$ cat src/rtl/motor_drive_controller.sv
// motor_drive_controller
// Turns the navigation state code into two PWM-driven H-bridge channels.
// Duty ramps one count per ramp tick. Any reversal first brakes to zero
// duty and then waits a dead time, so the wheels never reverse instantly.
//
// State encoding on dbg_state_o: 0 STOPPED, 1 DRIVING, 2 BRAKING, 3 DEAD.
// The direction input has no handshake. It is a level that is registered
// on every clock, and the registered code is decoded in the next cycle.
module motor_drive_controller #(
    parameter int PWM_PERIOD = 1000,   // <= 1023
    parameter int DUTY_DRIVE = 700,    // <= PWM_PERIOD
    parameter int DUTY_TURN  = 500,    // <= PWM_PERIOD
    parameter int RAMP_DIV   = 5000,   // clk cycles per duty step
    parameter int DEAD_TIME  = 500000  // clk cycles idle after braking
) (
    input  logic       clk,
    input  logic       reset,
    input  logic [3:0] direction,
    output logic       left_pwm,
    output logic       left_dir,
    output logic       right_pwm,
    output logic       right_dir,
    output logic [9:0] duty_level,
    output logic       moving,
    output logic [1:0] dbg_state_o
);

    localparam int RAMP_W = $clog2(RAMP_DIV + 1);
    localparam int DEAD_W = $clog2(DEAD_TIME + 1);

    typedef enum logic [1:0] {
        ST_STOPPED = 2'd0,
        ST_DRIVING = 2'd1,
        ST_BRAKING = 2'd2,
        ST_DEAD    = 2'd3
    } state_t;

    logic [3:0]        code_q;
    logic [RAMP_W-1:0] ramp_cnt_q, ramp_cnt_d;
    logic              tick;
    state_t            state_q, state_d;
    logic [9:0]        duty_q, duty_d;
    logic              ldir_q, ldir_d;
    logic              rdir_q, rdir_d;
    logic [DEAD_W-1:0] dead_cnt_q, dead_cnt_d;
    logic [9:0]        pwm_cnt_q, pwm_cnt_d;
    logic [9:0]        applied_q, applied_d;
    logic              pwm_q, pwm_d;

    logic              tgt_ldir;
    logic              tgt_rdir;
    logic [9:0]        tgt_duty;
    logic              dir_mismatch;

    // Register the incoming code once. Every decision below uses this copy.
    always_ff @(posedge clk or posedge reset) begin
        if (reset) code_q <= 4'd0;
        else       code_q <= direction;
    end

    // Decode the registered code into the target wheel directions and duty.
    // Idle, stop and invalid codes all request zero duty.
    always_comb begin
        tgt_ldir = 1'b1;
        tgt_rdir = 1'b1;
        tgt_duty = 10'd0;
        case (code_q)
            4'd1, 4'd3, 4'd7: begin
                tgt_ldir = 1'b1;
                tgt_rdir = 1'b1;
                tgt_duty = 10'(DUTY_DRIVE);
            end
            4'd5: begin
                tgt_ldir = 1'b0;
                tgt_rdir = 1'b0;
                tgt_duty = 10'(DUTY_DRIVE);
            end
            4'd2: begin
                tgt_ldir = 1'b0;
                tgt_rdir = 1'b1;
                tgt_duty = 10'(DUTY_TURN);
            end
            4'd6: begin
                tgt_ldir = 1'b1;
                tgt_rdir = 1'b0;
                tgt_duty = 10'(DUTY_TURN);
            end
            default: begin
                tgt_ldir = 1'b1;
                tgt_rdir = 1'b1;
                tgt_duty = 10'd0;
            end
        endcase
    end

    assign dir_mismatch = (tgt_ldir != ldir_q) || (tgt_rdir != rdir_q);

    // The ramp prescaler wraps at RAMP_DIV-1 and emits one tick per wrap.
    // Only reset clears it, so tick phase is independent of the FSM.
    assign tick       = (ramp_cnt_q == RAMP_W'(RAMP_DIV - 1));
    assign ramp_cnt_d = tick ? '0 : ramp_cnt_q + 1'b1;

    // Ramp prescaler register.
    always_ff @(posedge clk or posedge reset) begin
        if (reset) ramp_cnt_q <= '0;
        else       ramp_cnt_q <= ramp_cnt_d;
    end

    // Next-state logic: ramping, braking, dead time and direction latching.
    // Directions load only in STOPPED, where duty is always zero.
    always_comb begin
        state_d    = state_q;
        duty_d     = duty_q;
        ldir_d     = ldir_q;
        rdir_d     = rdir_q;
        dead_cnt_d = dead_cnt_q;
        case (state_q)
            ST_STOPPED: begin
                duty_d = 10'd0;
                if (tgt_duty != 10'd0) begin
                    ldir_d  = tgt_ldir;
                    rdir_d  = tgt_rdir;
                    state_d = ST_DRIVING;
                end
            end
            ST_DRIVING: begin
                if ((tgt_duty == 10'd0) || dir_mismatch) begin
                    state_d = ST_BRAKING;
                end else if (tick) begin
                    if (duty_q < tgt_duty)      duty_d = duty_q + 10'd1;
                    else if (duty_q > tgt_duty) duty_d = duty_q - 10'd1;
                end
            end
            ST_BRAKING: begin
                // Target changes are ignored until the dead time has passed.
                if (duty_q == 10'd0) begin
                    state_d    = ST_DEAD;
                    dead_cnt_d = '0;
                end else if (tick) begin
                    duty_d = duty_q - 10'd1;
                end
            end
            ST_DEAD: begin
                duty_d = 10'd0;
                if (dead_cnt_q == DEAD_W'(DEAD_TIME - 1)) begin
                    state_d    = ST_STOPPED;
                    dead_cnt_d = '0;
                end else begin
                    dead_cnt_d = dead_cnt_q + 1'b1;
                end
            end
            default: begin
                state_d = ST_STOPPED;
                duty_d  = 10'd0;
            end
        endcase
    end

    // FSM, duty and direction registers. Directions reset to forward.
    always_ff @(posedge clk or posedge reset) begin
        if (reset) begin
            state_q    <= ST_STOPPED;
            duty_q     <= 10'd0;
            ldir_q     <= 1'b1;
            rdir_q     <= 1'b1;
            dead_cnt_q <= '0;
        end else begin
            state_q    <= state_d;
            duty_q     <= duty_d;
            ldir_q     <= ldir_d;
            rdir_q     <= rdir_d;
            dead_cnt_q <= dead_cnt_d;
        end
    end

    // PWM counter next value. The applied duty changes only at the period
    // boundary, so a period never contains two different duty values.
    always_comb begin
        pwm_cnt_d = pwm_cnt_q + 10'd1;
        applied_d = applied_q;
        if (pwm_cnt_q == 10'(PWM_PERIOD - 1)) begin
            pwm_cnt_d = 10'd0;
            applied_d = duty_q;
        end
        pwm_d = (pwm_cnt_q < applied_q);
    end

    // PWM registers. The output is registered so the pins never glitch.
    always_ff @(posedge clk or posedge reset) begin
        if (reset) begin
            pwm_cnt_q <= 10'd0;
            applied_q <= 10'd0;
            pwm_q     <= 1'b0;
        end else begin
            pwm_cnt_q <= pwm_cnt_d;
            applied_q <= applied_d;
            pwm_q     <= pwm_d;
        end
    end

    assign left_pwm    = pwm_q;
    assign right_pwm   = pwm_q;
    assign left_dir    = ldir_q;
    assign right_dir   = rdir_q;
    assign duty_level  = duty_q;
    assign moving      = (duty_q != 10'd0);
    assign dbg_state_o = state_q;

endmodule

$ cat config.mk
export PLATFORM = sky130hd
export DESIGN_NAME = motor_drive_controller
export DESIGN_NICKNAME = d
export VERILOG_FILES = /design/src/rtl/motor_drive_controller.sv
export SDC_FILE = /design/constraint.sdc
export NUM_CORES = 1
export LEC_CHECK = 0
export ABC_AREA = 0
export BUFFER_PORTS_ARGS = -buffer_cell sky130_fd_sc_hd__buf_2
export CAP_MARGIN = 40
export CORE_AREA = 3 3 95 97
export CTS_CLUSTER_SIZE = 30
export DETAILED_ROUTE_END_ITERATION = 8
export DIE_AREA = 0 0 98 100
export PLACE_DENSITY_LB_ADDON = 0.3
export SYNTH_ARGS = -nofsm -noshare
export SYNTH_HDL_FRONTEND = slang
export SYNTH_SLANG_ARGS = --single-unit
$ cat constraint.sdc
create_clock -name clk -period 6.4 [get_ports clk]
set_input_delay 0.32 -clock clk [delete_from_list [all_inputs] [get_ports clk]]
set_output_delay 0.32 -clock clk [all_outputs]
set_load 0.02 [all_outputs]
; ---- Word level (Yosys, flattened, before mapping)
; Index checks and enable logic that the tools add are counted.
[op_classes]
add_sub_neg = 5
magnitude_cmp = 3
eq_ne = 23
mux = 20
n_reduce_logical = 17
[ops]
columns = operator, count
row1 = 10-bit two-way mux, 7
row2 = 19-bit two-way mux, 2
row3 = 19-bit case mux with 2 select lines, 1
row4 = 10-bit case mux with 3 select lines, 1
row5 = "10-bit by 1-bit adder with 10-bit output, second input constant", 2
row6 = 10-bit zero test, 2
row7 = 10-bit less-than comparator, 2
row8 = 10-bit case mux with 2 select lines, 1
row9 = 10-bit nonzero test, 2
row10 = "19-bit by 1-bit adder with 19-bit output, second input constant", 1
row11 = "19-bit == test, second input constant", 1
row12 = "2-bit != test, second input constant", 8
row13 = "13-bit by 1-bit adder with 13-bit output, second input constant", 1
row14 = "13-bit == test, second input constant", 1
row15 = 13-bit two-way mux, 1
row16 = "4-bit by 3-bit == test with 1-bit output, second input constant", 3
row17 = "10-bit == test, second input constant", 1
row18 = 10-bit > comparator, 1
row19 = "10-bit by 1-bit subtractor with 10-bit output, second input constant", 1
row20 = "4-bit by 2-bit == test with 1-bit output, second input constant", 2
row21 = 2-bit two-way mux, 4
row22 = 2-bit case mux with 4 select lines, 1
row23 = 2-bit OR reduction, 4
row24 = 5-bit AND reduction, 1
row25 = other kinds (12), 17
[word_totals]
reg_bits = 71
inputBits = 6
wordCells = 78

; ---- Logic depth before layout (Yosys ltp)
; Gate-level depths: netlist of the first run.
[logic_depth]
depth_word = 9
depth_mapped = 12
ltp_nobuf = 10

; ---- Worst setup path before layout of the first run
; No wires, ideal clock.
[synth_path]
path_kind = register -> register
start = reg code_q[1]
end = reg duty_q[5] (netlist: duty_level[5])
setup_time_ps = 123
arrival_time_ps = 2449
required_time_ps = 6277
setup_slack_ps = 3828
path_stages_with_launch = 13
n_path_buf = 2
period_less_slack_ps = 2572
path_cell_list = dfrtp_1 clkbuf_1 nor2_1 nor2_1 inv_1 ha_1 a21oi_1 o21a_1 nand2_1 clkbuf_1 or4_1 a31oi_1 o2bb2ai_1
[synth_between]
elab_chain_cells = 8
word_cells_on_any_way = 27
cone_classes = 2 x order compare / 10 x eq/ne / 7 x mux / 8 x reduce/logical
[synth_lines]
columns = item, line
row1 = from (decl), 38  ; logic [3:0] code_q;
row2 = from (signal assigned), 58  ; else code_q <= direction;
row3 = "4-bit by 3-bit == test with 1-bit output, or another cell as far along", 67  ; case (code_q)
row4 = 4-bit OR reduction (no source line) / 2-bit OR reduction (equally long branches), n/a
row5 = 10-bit case mux with 2 select lines / 1-bit two-way mux (equally long branches), 67
row6 = 10-bit less-than comparator / 1-bit != test (equally long branches), "130, 96"
row7 = 10-bit two-way mux / 1-bit logical OR (equally long branches), "130, 96"
row8 = 10-bit two-way mux / 1-bit logical OR (equally long branches), "129, 127"
row9 = 10-bit two-way mux / 2-bit != test (equally long branches), n/a
row10 = 10-bit case mux with 3 select lines / 5-bit AND reduction (equally long branches), n/a
row11 = to (signal assigned), 169  ; duty_q <= duty_d;
row12 = to (decl), 42  ; logic [9:0] duty_q, duty_d;
; Several ways; a longest one is shown, not always the timed one. The select of a mux whose other input is x is not followed.
; A chain may end at the register's enable or synchronous reset.

; ---- Worst setup path after layout of the first run
[layout_path]
start = reg code_q[0]
end = reg duty_q[3] (netlist: duty_level[3])
; Same word-level chain as after synthesis.

==> flow_metrics.tcl, run 1 <==
set metrics [dict create \
    rows 33 \
    grt_pass1_vias 3197 \
    fmax_mhz 336 \
    synthToLayoutAreaGrowth_pct 11.6 \
    gp_congestion 0.874 \
    cts.sinks 71 \
    wl_per_cell_um 14.7 \
    p_switching_mw 0.638 \
    syn_nets 464 \
    rsz0062_at_grt "no" \
    postSynthAreaPerCell_um2 9.49 \
    dp_hpwl_um 5880 \
    grt_usage 0.182 \
    critPathKind "register to register" \
    critPathMaxStageDelay_ps 560 \
    report.final.setup_viol 0 \
    p_leak_nw 2.01 \
    worst_pin_slew_ps 809 \
    totalPowerFinal_mw 1.62 \
    reg2reg_from "code_q[0]" \
    drc 0 \
    power_frac_comb 0.393 \
    dr_total_vias 3317 \
    fin_cells 567 \
    p_clk_frac 0.254 \
    max-vdd-ir-drop_v 0.000265 \
    top_layer_used "met4" \
    drv_cap 0 \
    gr-total-overflow 0 \
    dp_cells 551 \
    die_area_mm2 0.00980 \
    period_share 0.465 \
    clk_path_buf_depth 2 \
    drt_iter0_drc 134 \
    maxSlewViolCount 0 \
    crit_chain "nor2_1 > nor2_1 > inv_1 > ha_1 > a21oi_1 > o21a_1 > nand2_1 > or4_1 > a31o_2 > a22o_1" \
    viasPerCell 5.85 \
    io_buffers 22 \
    clk_pin_slew_ps 80 \
    cp_common_cell "nor2_1" \
    ctsHtreeMaxLevel 3 \
    p_int_mw 0.979 \
    power.density_mw_per_mm2 353 \
    synth_edf_count 0 \
    fin_skew_ps 6.15 \
    syn_area_mm2 0.00410 \
    antenna_cells 0 \
    worstPathArrival_ps 3210 \
    hold_buffers 0 \
    ys_seq_elements 71 \
    critical_path.max_fanout 11 \
    synth-main-ff-cell "dfrtp_1" \
    wl_met1_um 3910 \
    hold_path_class "input port to asynchronous set/reset pin" \
    fin_setup_tns_ps 0 \
    worstSetupEndpointType "register" \
    fp.coreArea_mm2 0.00822 \
    firstDrtPassIters 4 \
    ys_types 60 \
    r2r_end "duty_level[3]" \
    antenna_found_initial 0 \
    ys_async_sr_fraction 1.00 \
    crit_path_start_kind "register" \
    wl_met3_um 384 \
    slew_headroom 0.461 \
    post_cts_buffers 0 \
    status "finished, final reports clean" \
    nNetsFinal 489 \
    antenna_left 0 \
    ctsResizeCount 0 \
    seq_area_frac_synth 0.434 \
    insertion_delay_ps 350 \
    slowest_stage "or4_1" \
    ff2ff_path_depth 10 \
    hold_viol 0 \
    drive_above_1_share 0.132 \
    cp_top_family "simple AND/OR/NAND/NOR gates" \
    start_util 0.499 \
    die_x_um 98 \
    path_buf_inv 1 \
    rrSetupSlack_ps 3420 \
    drt-total-wl_um 8350 \
    wl_met2_um 3880 \
    synthCells 432 \
    ios 23 \
    pwr-share-seq 0.354 \
    cts_tree "yes" \
    numCtsBuffers 9 \
    required_ps 6640 \
    yosysWarnings 0 \
    grt_max_degree 46 \
    swShare 0.395 \
    die_h_um 100 \
    grt_pass1_wl_um 14500 \
    root_buffer "clkbuf_8" \
    min_period_ps 2980 \
]
## cells in the final DEF, fill, tap and decap left out, drive strengths merged, types with 9 or more instances in the layout
cell type  Yosys  routed
a21oi         16      16
buf            3      26
nor3          11      11
nand4          9       9
nand2         40      40
clkbuf         9      12
xnor2         13      13
xor2          21      21
ha            26      26
nand3         24      24
nor2          47      47
o21ai         19      19
inv           25      26
dfrtp         69      69
## per-layer routing
layer  global-route usage  vias to the layer above
li1                     -                     1579
met1                0.237                     1633
met2                0.292                       85
met3               0.0417                       20
met4               0.0799                        0
met5                    0                        -
## metrics by stage
step	hold slack [ps]	util	worst slack, ps	instance area [um2]
global route	22.9	0.557	3140	4580
CTS	17.3	0.557	3470	4580
detailed placement	404	0.529	3470	4340
finish	19.3	0.557	3420	4580
global placement	429	0.524	3620	4310
floorplan	351	-	3830	4100
## worst max-delay path by stage
stage          startpoint       endpoint  slack, ps  cells past startpoint
2_1_floorplan   code_q[1]  duty_level[5]       3830                     12
5_1_grt         code_q[0]  duty_level[3]       3140                     10
4_1_cts         code_q[0]  duty_level[3]       3470                     10
3_3_place_gp    code_q[0]  duty_level[3]       3620                     10
3_5_place_dp    code_q[0]  duty_level[3]       3470                     10
6_report        code_q[0]  duty_level[3]       3420                     10
## flip-flops by register name, indices dropped and copies added (netlist names)
name         cells
left_pwm         1
pwm_cnt_q       10
dead_cnt_q      19
code_q           4
applied_q       10
left_dir         1
right_dir        1
dbg_state_o      2
duty_level      10
ramp_cnt_q      13
## kinds of logic after synthesis
| group | Yosys count | share of synthesized area |
|---|---|---|
| and+or+nand+nor | 176 | 0.225 |
| DFF | 71 | 0.434 |
| buffers and inverters | 37 | 0.0369 |
| xor gates and xnor gates | 34 | 0.0726 |
| muxes | 6 | 0.0156 |
| adders and majority gates | 26 | 0.0793 |
| AOI/OAI and AO/OA | 82 | 0.137 |
## power groups by stage
stage | Combinational, mW | Sequential [mW] | Clock [mW]
2_1_floorplan | 0.457 | 0.592 | 0
3_5_place_dp | 0.626 | 0.577 | 0
5_1_grt | 0.704 | 0.579 | 0.444
3_3_place_gp | 0.608 | 0.574 | 0
6_report | 0.635 | 0.572 | 0.410
4_1_cts | 0.630 | 0.569 | 0.424
## cells in the mapped netlist, types with 7 or more instances
library cell  count  area share
xor2_1           21       0.045
a21o_1            7       0.013
o21ai_0          19       0.023
dfrtp_1          69        0.42
and3_1            7       0.011
clkbuf_1          9      0.0082
xnor2_1          13       0.028
nand2_1          40       0.037
nor2b_1           7       0.011
inv_1            25       0.023
ha_1             26       0.079
nand4_1           9       0.014
a21oi_1          16       0.020
nor2_1           46       0.042
nand3_1          24       0.029
nor3_1            9       0.011
## layout make-up
| class | instances | area [um2] |
|---|---|---|
| fillers | 709 | 3640 |
| multi-input cells | 324 | 2180 |
| flip-flops and latches | 71 | 1780 |
| repair buffers | 26 | 160 |
| clock buffers | 12 | 155 |
| well taps | 105 | 131 |
| inverters | 25 | 93.8 |
| clock inverters | 4 | 76.3 |
## worst register-to-register path: stages (launching register included)
cell and delay, ps:
dfrtp_1 490, nor2_1 120, nor2_1 140, inv_1 110, ha_1 310, a21oi_1 150, o21a_1 270, nand2_1 260
or4_1 560, a31o_2 250, a22o_1 220
(Power assumes the default switching activity.)
==> run 2: changes to the inputs <==
- clock period: 6.4 -> 2.45 ns (I/O delays scaled with it)
==> run 2 against run 1 <==
Net effect:
- the flow now finishes with violations (negative setup slack)
- critical path depth unchanged
- die area unchanged
- via count increased by 5.1%
- cell count increased by 11%
- combinational power increased to 3.9 times the previous value
- sequential cell count unchanged
- first-iteration DRC count increased by 79%
- non-clock buffer count increased by 60
- maximum frequency increased by 21%
- count of clock-buffer cells in the layout decreased by 1
- clock skew increased by 9.7 ps
==> flow_metrics.tcl, run 2 (synthesis gave the netlist of run 1 again) <==
set metrics [dict create \
    required_ps 2690 \
    cts_tree "yes" \
    nNetsFinal 550 \
    fillers 668 \
    critPathKind "register to register" \
    crit_path_start_kind "register" \
    cp_common_cell "buf_6" \
    power.density_mw_per_mm2 946 \
    fin_setup_tns_ps -1.80 \
    drv_cap 0 \
    hold_path_class "input port to asynchronous set/reset pin" \
    top_regs "dead_cnt_q x19, ramp_cnt_q x13" \
    setup_slack_ps -1.12 \
    layout_commonest_cell "dfrtp_1" \
    r2r_end "duty_level[0]" \
    drt_iter0_drc 240 \
    dp_cells 600 \
    grt_pass1_vias 3571 \
    grt_max_degree 27 \
    min_period_ps 2450 \
    period_share 1.00 \
    maxSlewViolCount 0 \
    io_buffers 22 \
    clk_path_buf_depth 2 \
    ctsHtreeMaxLevel 3 \
    synthToLayoutAreaGrowth_pct 26.0 \
    critPathMaxStageDelay_ps 400 \
    cts.sinks 71 \
    status "finished with violations" \
    drive_above_1_share 0.274 \
    antenna_left 0 \
    dp_hpwl_um 6710 \
    report.final.setup_viol 2 \
    reg2reg_from "duty_level[0]" \
    critical_path.max_fanout 4 \
    drc 0 \
    crit_chain "inv_1 > ha_1 > nor4b_4 > nand3_1 > a21boi_0 > a221o_1 > buf_6 > nor2_4 > buf_6 > mux2_4" \
    slowest_stage "dfrtp_1" \
    wl_per_cell_um 15.4 \
    antenna_cells 0 \
    insertion_delay_ps 350 \
    grt_pass1_wl_um 16400 \
    drt-total-wl_um 9660 \
    hold_viol 0 \
    totalPowerFinal_mw 4.89 \
    fin_cells 627 \
    fmax_mhz 408 \
    final_util 0.629 \
    rrSetupSlack_ps -1 \
    max-vdd-ir-drop_v 0.000806 \
    largest_register "dead_cnt_q" \
    violations "negative setup slack" \
    largest_reg_flops 19 \
    hold_ws_ps 328 \
    slew_headroom 0.682 \
    p_leak_nw 2.32 \
    numCtsBuffers 9 \
    clk_pin_slew_ps 90 \
    firstDrtPassIters 4 \
    dr_total_vias 3486 \
    gr-total-overflow 0 \
    rsz0062_at_grt "yes" \
    worstPathArrival_ps 2700 \
    ff2ff_path_depth 10 \
    die_x_um 98 \
    worst_pin_slew_ps 476 \
    fp.coreArea_mm2 0.00822 \
    die_area_mm2 0.00980 \
    root_buffer "clkbuf_8" \
    fin_skew_ps 15.9 \
    most-common-layout-cells "dfrtp_1 (68), buf_4 (55), nor2_1 (44), nand2_1 (38), nand3_1 (23)" \
    ios 23 \
    start_util 0.499 \
    rows 33 \
    gp_congestion 0.910 \
    worstSetupEndpointType "register" \
    viasPerCell 5.56 \
    grt_usage 0.205 \
    antenna_found_initial 0 \
    die_h_um 100 \
    cp_top_family "compound AO/OA/AOI/OAI gates" \
    path_buf_inv 3 \
]
-- run 2: cell types whose count changed in the layout (fill, tap and decap cells not counted), moves of 3 or more --
cell and change:
a21oi_1 -7, a21oi_2 +7, buf_6 +4, buf_4 +52, ha_1 -4, ha_4 +3
dlygate4sd3_1 +5
-- run 2: worst reg2reg max path, delay by kind of cell (launching register included) --
family                     cells  cell delay [ps]
AOI/OAI and AO/OA              2              610
and+or+nand+nor                3              570
DFF                            1              400
buffers and inverters          3              340
muxes                          1              250
adders and majority gates      1              190
-- run 2: how the worst max path moves through the flow --
stage | start | cells after the start | to
finish | duty_level[0] | 10 | duty_level[0]
global route | code_q[0] | 9 | duty_level[3]
CTS | code_q[3] | 10 | duty_level[7]
detailed placement | code_q[0] | 11 | duty_level[5]
global placement | duty_level[1] | 9 | duty_level[0]
floorplan | code_q[1] | 12 | duty_level[5]
-- run 2: what timing repair did --
action / 4_1_cts / 5_1_grt
hold endpoints to repair: 25 / 0
cloned: 1 / 0
setup endpoints to repair: 8 / 10
pin swaps: 5 / 7
resized for setup: 12 / 25
hold buffers: 5 / 0
setup buffers: 3 / 3
-- run 2: layout make-up --
cell class	count	area, um2	area share
clock buffers	11	151	0.0293
inverters	25	93.8	0.0182
multi-input cells	325	2340	0.452
well taps	105	131	0.0254
flip-flops and latches	71	1780	0.345
repair buffers	86	618	0.120
clock inverters	4	53.8	0.0104
-- run 2: power breakdown --
group | switching, mW | internal (mW)
clock | 0.464 | 0.524
sequential | 0.144 | 1.30
combinational | 1.32 | 1.13
total | 1.93 | 2.95
-- run 2: metrics by stage --
stage | setup slack, ps | instance area, um2
floorplan | -8.19 | 4120
global placement | -23.6 | 4700
detailed placement | -87.1 | 4700
CTS | -8.35 | 5020
global route | -125 | 5170
finish | -1.12 | 5170
-- run 2: routing by layer --
| layer | share of wire | up-vias | global-route usage |
|---|---|---|---|
| li1 | - | 1710 | - |
| met2 | 0.48 | 80 | 0.345 |
| met4 | 0.017 | 0 | 0.0767 |
| met3 | 0.043 | 15 | 0.0403 |
| met1 | 0.46 | 1681 | 0.265 |
| met5 | 0 | - | 0 |
